**src/rtl/checkpoint_ctrl.sv**
```systemverilog
`default_nettype none
// ============================================================================
// Module   : checkpoint_ctrl
// Purpose  : Branch checkpoint initiator: allocates shadow pages in a circular
//            queue, pulses save/restore to the free list, retires in order.
// Revision : 1.0 - initial release
// ============================================================================
module checkpoint_ctrl #(
    parameter int NUM_PAGES = 8,
    parameter int PAGE_W    = 3
) (
    input  logic              clk,
    input  logic              reset,
    input  logic              br_valid,
    output logic              br_ready,
    output logic [PAGE_W-1:0] br_page,
    input  logic              resolve_valid,
    input  logic [PAGE_W-1:0] resolve_page,
    input  logic              resolve_mispredict,
    output logic              save_state,
    output logic [PAGE_W-1:0] save_page,
    output logic              restore_state,
    output logic [PAGE_W-1:0] restore_page,
    output logic              busy,
    output logic [PAGE_W:0]   free_count
);

    localparam logic [PAGE_W:0] c_NUM_PAGES = (PAGE_W+1)'(NUM_PAGES);

    logic [PAGE_W:0]        r_head;
    logic [PAGE_W:0]        r_tail;
    logic [NUM_PAGES-1:0]   r_alloc;
    logic [NUM_PAGES-1:0]   r_resolved;
    logic                   r_save_state;
    logic [PAGE_W-1:0]      r_save_page;
    logic                   r_restore_state;
    logic [PAGE_W-1:0]      r_restore_page;
    logic [PAGE_W:0]        r_free_count;

    logic [PAGE_W:0]        w_occupied;
    logic [PAGE_W-1:0]      w_tail_idx;
    logic [PAGE_W-1:0]      w_head_idx;
    logic                   w_mis_req;
    logic                   w_alloc_fire;
    logic                   w_res_hit;
    logic                   w_mis;
    logic                   w_good;
    logic [PAGE_W-1:0]      w_mis_off;
    logic                   w_retire;
    logic [PAGE_W:0]        w_head_nxt;
    logic [PAGE_W:0]        w_tail_nxt;
    logic [NUM_PAGES-1:0]   w_alloc_nxt;
    logic [NUM_PAGES-1:0]   w_resolved_nxt;
    logic [PAGE_W:0]        w_free_nxt;

    assign w_occupied   = r_head - r_tail;
    assign w_tail_idx   = r_tail[PAGE_W-1:0];
    assign w_head_idx   = r_head[PAGE_W-1:0];
    assign w_mis_req    = resolve_valid && resolve_mispredict;
    assign br_ready     = (w_occupied < c_NUM_PAGES) && !r_restore_state && !w_mis_req;
    assign br_page      = w_head_idx;
    assign w_alloc_fire = br_valid && br_ready;
    assign w_res_hit    = resolve_valid && r_alloc[resolve_page];
    assign w_mis        = w_res_hit && resolve_mispredict;
    assign w_good       = w_res_hit && !resolve_mispredict;
    // Distance of the mispredicted page from the oldest live page.
    assign w_mis_off    = resolve_page - w_tail_idx;
    // A mispredict of the tail page empties the queue, so it must not also retire.
    assign w_retire     = (w_occupied != '0) && r_resolved[w_tail_idx]
                          && !(w_mis && (w_mis_off == '0));

    always_comb begin
        w_alloc_nxt    = r_alloc;
        w_resolved_nxt = r_resolved;
        w_head_nxt     = r_head;
        w_tail_nxt     = r_tail;

        if (w_retire) begin
            w_alloc_nxt[w_tail_idx]    = 1'b0;
            w_resolved_nxt[w_tail_idx] = 1'b0;
            w_tail_nxt                 = r_tail + 1'b1;
        end

        if (w_good) begin
            w_resolved_nxt[resolve_page] = 1'b1;
        end

        if (w_mis) begin
            w_head_nxt = r_tail + {1'b0, w_mis_off};
            for (int i = 0; i < NUM_PAGES; i++) begin
                if (PAGE_W'(PAGE_W'(i) - w_tail_idx) >= w_mis_off) begin
                    w_alloc_nxt[i]    = 1'b0;
                    w_resolved_nxt[i] = 1'b0;
                end
            end
        end

        if (w_alloc_fire) begin
            w_alloc_nxt[w_head_idx]    = 1'b1;
            w_resolved_nxt[w_head_idx] = 1'b0;
            w_head_nxt                 = r_head + 1'b1;
        end
    end

    assign w_free_nxt = c_NUM_PAGES - (w_head_nxt - w_tail_nxt);

    always_ff @(posedge clk or negedge reset) begin
        if (!reset) begin
            r_head          <= '0;
            r_tail          <= '0;
            r_alloc         <= '0;
            r_resolved      <= '0;
            r_save_state    <= 1'b0;
            r_save_page     <= '0;
            r_restore_state <= 1'b0;
            r_restore_page  <= '0;
            r_free_count    <= c_NUM_PAGES;
        end else begin
            r_head          <= w_head_nxt;
            r_tail          <= w_tail_nxt;
            r_alloc         <= w_alloc_nxt;
            r_resolved      <= w_resolved_nxt;
            r_save_state    <= w_alloc_fire;
            r_restore_state <= w_mis;
            r_free_count    <= w_free_nxt;
            if (w_alloc_fire) begin
                r_save_page <= w_head_idx;
            end
            if (w_mis) begin
                r_restore_page <= resolve_page;
            end
        end
    end

    assign save_state    = r_save_state;
    assign save_page     = r_save_page;
    assign restore_state = r_restore_state;
    assign restore_page  = r_restore_page;
    assign busy          = r_restore_state;
    assign free_count    = r_free_count;

endmodule
`default_nettype wire

```
**config.mk**
```make
export PLATFORM = sky130hd
export DESIGN_NAME = checkpoint_ctrl
export DESIGN_NICKNAME = d
export VERILOG_FILES = /design/src/rtl/checkpoint_ctrl.sv
export SDC_FILE = /design/constraint.sdc
export NUM_CORES = 1
export LEC_CHECK = 0
export BUFFER_PORTS_ARGS = -buffer_cell sky130_fd_sc_hd__buf_2
export CORE_MARGIN = 2
export CORE_UTILIZATION = 30
export CTS_CLUSTER_SIZE = 20
export DETAILED_ROUTE_END_ITERATION = 10
export PLACE_DENSITY_LB_ADDON = 0.05
export SLEW_MARGIN = 20
export SYNTH_ARGS = -nofsm -noshare
export SYNTH_HDL_FRONTEND = slang
export SYNTH_SLANG_ARGS = --single-unit
```
**constraint.sdc**
```tcl
create_clock -name clk -period 4.33 [get_ports clk]
set_input_delay 0.6495 -clock clk [delete_from_list [all_inputs] [get_ports clk]]
set_output_delay 0.6495 -clock clk [all_outputs]
set_load 0.1 [all_outputs]
```
==> results of run 1 <==
## critical path: stages (launching register included)
cell,delay [ns]
sky130_fd_sc_hd__dfrtp_1,0.56
sky130_fd_sc_hd__ha_1,0.28
sky130_fd_sc_hd__inv_1,0.10
sky130_fd_sc_hd__fa_1,0.42
sky130_fd_sc_hd__xnor3_1,0.29
sky130_fd_sc_hd__and4bb_1,0.23
sky130_fd_sc_hd__o31ai_1,0.13
sky130_fd_sc_hd__nand2_1,0.20
sky130_fd_sc_hd__xnor2_1,0.24
sky130_fd_sc_hd__inv_1,0.07
sky130_fd_sc_hd__ha_1,0.19
sky130_fd_sc_hd__inv_1,0.05
sky130_fd_sc_hd__ha_1,0.13
sky130_fd_sc_hd__inv_1,0.04
sky130_fd_sc_hd__fa_1,0.36
sky130_fd_sc_hd__xor2_1,0.16
sky130_fd_sc_hd__xnor3_1,0.23
## final timing paths
kind	from	cells past startpoint	slack [ns]	to
min in group clk	restore_page[0]	2	0.51	restore_page[0]
worst min register to register	restore_page[0]	2	0.51	restore_page[0]
max in group asynchronous	reset	1	3.30	r_tail[1]
worst min-delay path	reset	1	0.47	r_alloc[2]
worst max-delay path	r_tail[0]	16	0.58	free_count[3]
worst max register to register	r_tail[0]	16	0.58	free_count[3]
## cells in the final DEF, fill, tap and decap left out, types with 2 or more instances in the layout
cell,Yosys,layout
sky130_fd_sc_hd__nor3_1,2,2
sky130_fd_sc_hd__nor2b_1,2,2
sky130_fd_sc_hd__dfrtp_1,35,35
sky130_fd_sc_hd__buf_2,3,24
sky130_fd_sc_hd__o21ai_0,18,18
sky130_fd_sc_hd__xnor3_1,2,2
sky130_fd_sc_hd__buf_4,5,14
sky130_fd_sc_hd__o31ai_1,4,3
sky130_fd_sc_hd__o32ai_1,3,3
sky130_fd_sc_hd__xnor2_1,5,5
sky130_fd_sc_hd__mux4_2,2,2
sky130_fd_sc_hd__o221a_2,2,2
sky130_fd_sc_hd__or4b_1,2,2
sky130_fd_sc_hd__a211oi_1,4,4
sky130_fd_sc_hd__xor2_1,5,5
sky130_fd_sc_hd__a21boi_0,3,3
sky130_fd_sc_hd__ha_1,32,32
sky130_fd_sc_hd__mux2_2,6,6
sky130_fd_sc_hd__clkbuf_8,0,5
sky130_fd_sc_hd__nand3_1,4,4
sky130_fd_sc_hd__fa_1,4,4
sky130_fd_sc_hd__a21o_1,4,4
sky130_fd_sc_hd__nand2b_1,5,5
sky130_fd_sc_hd__nor2_1,12,12
sky130_fd_sc_hd__a221oi_1,2,2
sky130_fd_sc_hd__nand2_1,14,14
sky130_fd_sc_hd__mux2i_1,6,6
sky130_fd_sc_hd__or3_1,2,2
sky130_fd_sc_hd__and3_1,3,3
sky130_fd_sc_hd__inv_1,38,38
sky130_fd_sc_hd__or2_0,3,3
sky130_fd_sc_hd__and2_1,3,3
sky130_fd_sc_hd__a21oi_1,10,10
sky130_fd_sc_hd__or2_2,2,2
## sequential cells by signal, summed over array words and instances (netlist names)
signal        flops
busy              1
free_count        4
r_alloc           8
r_head            4
r_resolved        8
r_tail            4
restore_page      3
save_page         3
save_state        1
## routing by layer
layer,vias to the layer above,share of wire [%],track usage [%]
met3,9,4.5,2.98
li1,1018,-,-
met1,1012,49,25.4
met4,0,1.6,4.64
met5,-,0,0
met2,47,45,26.9
## layout make-up
type / count / area [um^2]
Clock buffer: 5 / 68.8
Clock inverter: 3 / 42.5
Fill cell: 874 / 5620
Inverter: 38 / 143
Multi-Input combinational cell: 188 / 1590
Sequential cell: 36 / 902
Tap cell: 108 / 135
Timing Repair Buffer: 38 / 225
## cell usage after synthesis, drive strengths merged, types with 4 or more instances
cell | instances | area, um^2
fa | 4 | 80.1
nand2 | 14 | 52.6
nor2 | 12 | 45.0
mux2 | 6 | 67.6
xnor2 | 5 | 43.8
buf | 9 | 63.8
o21ai | 19 | 95.1
inv | 38 | 143
xor2 | 6 | 60.1
nand2b | 5 | 31.3
mux2i | 6 | 60.1
ha | 32 | 400
dfrtp | 35 | 876
o31ai | 4 | 30.0
a21oi | 10 | 50.1
a21o | 4 | 30.0
a211oi | 4 | 30.0
or2 | 5 | 31.3
nand3 | 4 | 20.0
## per-stage QoR
stage                     instance area [um^2]  utilization, %
after floorplan                           2700               -
after global placement                    2990            34.3
after detailed placement                  2990            34.3
after CTS                                 3100            35.6
after global routing                      3100            35.6
final                                     3100            35.6
## cell families after synthesis
group,count (synthesis),share of synthesized area (%)
AND/OR/NAND/NOR,63,13.1
adder cells (fa/ha/maj),36,17.8
buffers and inverters,50,8.10
AO/OA/AOI/OAI,62,15.7
flip-flops,36,33.4
multiplexers,14,6.39
XOR/XNOR,13,5.51
==> flow_summary.json, run 1 <==
{
  "portBuffers": 24,
  "grt_pass1_wl_mm": 12.7,
  "fin_setup_tns_ns": 0,
  "finalNonFillerCells": 416,
  "via_count_of_the_first_global_routing_pass": 2101,
  "tritoncts": "done",
  "residual_drc": 0,
  "area.growth.synth_to_final_pct": 14.8,
  "fin_worst_hold_slack_ns": 0.474,
  "post_cts.repair.setup_buffers": 0,
  "report.final.slew_viol_count": 0,
  "syn_nets": 318,
  "cp.required_ns": 4.55,
  "initial_antenna_violation_count": 0,
  "insertedDiodeCount": 0,
  "cts_hold_buf": 0,
  "ys_async_sr_fraction_pct": 100,
  "timing.final.setup_violations": 0,
  "synth_enable_flop_cells": 0,
  "viasPerCell": 5.01,
  "critPathMaxFanout": 7,
  "yosys_most_used_dff": "sky130_fd_sc_hd__dfrtp_1",
  "syn-cell-area_um2": 2700,
  "overflow": 0,
  "initial_utilization_pct": 31.0,
  "post_cts.resized_instances": 0,
  "place_hpwl_mm": 6.02,
  "grt_max_degree": 37,
  "placement.setup.worst_slack_ns": 0.321,
  "endpoint_kind": "flop",
  "clock_latency_ns": 0.30,
  "die_h_um": 98.9,
  "finalClockSkew_ns": 0.00871,
  "clock_sink_count": 36,
  "worst-slew-pin-transition_ns": 0.887,
  "final.period_utilization_pct": 86.7,
  "final_layout_size_suffix_gt1_share_pct": 21.4,
  "setup_slack_ns": 0.576,
  "path_clk_slew_ns": 0.09,
  "ys_seq_elements": 36,
  "maxClockFrequency_ghz": 0.266,
  "placementRows": 34,
  "finalHoldViolations": 0,
  "timing.slew.headroom_pct": 40.9,
  "rsz_0062_raised_after_global_routing": "no",
  "wl_per_cell_um": 18.9,
  "hp-class": "input pin to async pin",
  "routabilityCongestion": 0.804,
  "critPathArrivalTime_ns": 3.97,
  "netlist-cell-type-count": 59,
  "yosysSeqAreaShare_pct": 33.4,
  "post-route-min-period_ns": 3.75,
  "drv_cap": 0,
  "clockRootBuffer": "sky130_fd_sc_hd__clkbuf_8",
  "syn-mean-instance-area_um2": 9.86,
  "ys_warn_count": 0,
  "finalWirelength_mm": 7.87,
  "antenna_left": 0,
  "worstSetupPathType": "flop to flop",
  "core_area_um2": 8720,
  "length_of_the_first_detailed_routing_pass_in_iterations": 4,
  "cp-start-kind": "flop",
  "place.detailed.instances": 408,
  "run_status": "completed",
  "cts-buffers-inserted": 5,
  "drtIter0Drc": 117,
  "die_area_um2": 9780,
  "h-tree-depth": 2,
  "ios": 25,
  "route.vias.total": 2086,
  "finalNetCount": 351,
  "globalRouteTotalUtil_pct": 17.5,
  "syn-instance-count": 274,
  "dieWidth_um": 98.9,
  "cts_buffer_depth": 2
}
Power of run 1 is not shown: default switching activity piles up to over one toggle a cycle in this logic, so the estimate is an artifact.
==> inputs of run 2 (changes only) <==
--- a/config.mk
+++ b/config.mk
@@ -6,6 +6,7 @@
 export NUM_CORES = 1
 export LEC_CHECK = 0
 export BUFFER_PORTS_ARGS = -buffer_cell sky130_fd_sc_hd__buf_2
+export CAP_MARGIN = 20
 export CORE_MARGIN = 2
 export CORE_UTILIZATION = 30
 export CTS_CLUSTER_SIZE = 20
==> constraint.sdc (replaced) <==
create_clock -name clk -period 4.33 [get_ports clk]
set_input_delay 1.299 -clock clk [delete_from_list [all_inputs] [get_ports clk]]
set_output_delay 1.299 -clock clk [all_outputs]
set_load 0.1 [all_outputs]
==> run 2 against run 1 <==
Worst setup slack worse by 0.32 ns. Cell count is 2.4% higher. Count of clock-buffer cells in the layout is 2 higher.
==> flow_summary.json, run 2 (same netlist as run 1, synthesis figures left out) <==
{
  "finalNetCount": 361,
  "final.period_utilization_pct": 94.0,
  "dieWidth_um": 98.9,
  "die_area_um2": 9780,
  "report.final.slew_viol_count": 0,
  "timing.final.setup_violations": 0,
  "cp.required_ns": 4.56,
  "area.growth.synth_to_final_pct": 18.5,
  "ios": 25,
  "route.vias.total": 2082,
  "worst-slew-pin-transition_ns": 0.881,
  "post_cts.resized_instances": 0,
  "post_cts.repair.setup_buffers": 0,
  "most-common-layout-cells": "36 x sky130_fd_sc_hd__inv_1, 35 x sky130_fd_sc_hd__dfrtp_1, 31 x sky130_fd_sc_hd__ha_1, 24 x sky130_fd_sc_hd__buf_2, 24 x sky130_fd_sc_hd__buf_4",
  "antenna_left": 0,
  "cts_hold_buf": 0,
  "finalWirelength_mm": 7.96,
  "place_hpwl_mm": 6.08,
  "h-tree-depth": 2,
  "worstSetupPathType": "input pin to flop",
  "endpoint_kind": "flop",
  "wl_per_cell_um": 18.7,
  "run_status": "completed",
  "routabilityCongestion": 0.758,
  "hp-class": "flop to flop",
  "finalHoldViolations": 0,
  "tritoncts": "done",
  "insertedDiodeCount": 0,
  "post-route-min-period_ns": 4.07,
  "die_h_um": 98.9,
  "finalNonFillerCells": 426,
  "drtIter0Drc": 85,
  "critPathSlowestCell": "sky130_fd_sc_hd__fa_2",
  "top_regs": "r_alloc x8, r_resolved x8",
  "crit_family": "adder cells",
  "critPathArrivalTime_ns": 4.30,
  "portBuffers": 24,
  "critPathMaxFanout": 3,
  "clockRootBuffer": "sky130_fd_sc_hd__clkbuf_8",
  "clock_sink_count": 36,
  "final_layout_size_suffix_gt1_share_pct": 25.8,
  "cts-buffers-inserted": 5,
  "finalClockSkew_ns": 0.0165,
  "most_frequent_standard_cell_in_the_layout_excluding_fill_and_tap_cells": "sky130_fd_sc_hd__inv_1",
  "maxClockFrequency_ghz": 0.246,
  "timing.critical_path.slowest_cell_delay_ns": 0.58,
  "clock_latency_ns": 0.31,
  "grt_max_degree": 37,
  "placementRows": 34,
  "via_count_of_the_first_global_routing_pass": 2232,
  "timing.slew.headroom_pct": 41.3,
  "overflow": 0,
  "drv_cap": 0,
  "residual_drc": 0,
  "initial_antenna_violation_count": 0,
  "length_of_the_first_detailed_routing_pass_in_iterations": 4,
  "cts_buffer_depth": 2,
  "initial_utilization_pct": 31.0,
  "core_area_um2": 8720,
  "globalRouteTotalUtil_pct": 17.7,
  "rsz_0062_raised_after_global_routing": "no",
  "grt_pass1_wl_mm": 13.1,
  "critical_path_buf_inv_count": 5,
  "viasPerCell": 4.89,
  "path_clk_slew_ns": 0.08,
  "path_cells": "buf_2 -> inv_4 -> ha_4 -> inv_2 -> fa_2 -> inv_1 -> fa_1 -> o21ai_1 -> mux2i_1 -> ha_1 -> ha_1 -> inv_1 -> fa_1 -> xor2_1 -> xnor3_1",
  "cp-start-kind": "input pin",
  "place.detailed.instances": 418
}
## run 2: metrics by stage
step	cell area (um^2)	setup slack (ns)	utilization [%]	setup TNS, ns	hold slack (ns)
after detailed placement	3110	-0.0584	35.6	-0.0584	0.486
after global routing	3200	0.136	36.7	0	0.541
after global placement	3110	-0.0223	35.6	-0.0223	0.462
after CTS	3200	0.264	36.7	0	0.511
final	3200	0.258	36.7	0	0.499
after floorplan	2750	0.0147	-	0	0.466
## run 2: tightest hold or removal path, stage by stage, from the launching register on
cell	delay (ns)
sky130_fd_sc_hd__dfrtp_1	0.36
sky130_fd_sc_hd__nand2_1	0.05
sky130_fd_sc_hd__o21ai_0	0.06
## run 2: worst paths after layout
path                            startpoint  slack, ns  cells past startpoint         endpoint
max in group asynchronous            reset       2.66                      1       r_alloc[5]
hold / removal             restore_page[0]       0.50                      2  restore_page[0]
min in group asynchronous            reset       1.10                      1  restore_page[0]
setup / recovery           resolve_page[0]       0.26                     15    free_count[3]
setup reg to reg                 r_tail[2]       0.62                     14    free_count[3]
hold reg to reg            restore_page[0]       0.50                      2  restore_page[0]
## run 2: final cells by class
type                       count  area [um^2]
sequential                    36          902
clock inverter                 1         7.51
timing repair buffer          48          300
clock buffer                   7         86.3
fill                         900         5520
inverter                      38          145
tap                          108          135
multi-input combinational    188         1630
## run 2: layer usage
| layer | up-vias | routed length, um | global-route usage, % |
|---|---|---|---|
| met5 | - | 0 | 0 |
| met4 | 0 | 85 | 4.74 |
| met2 | 30 | 3500 | 26.6 |
| met1 | 1010 | 4180 | 26.5 |
| met3 | 6 | 189 | 2.55 |
| li1 | 1036 | - | - |
Power of run 2 is left out for the same reason.
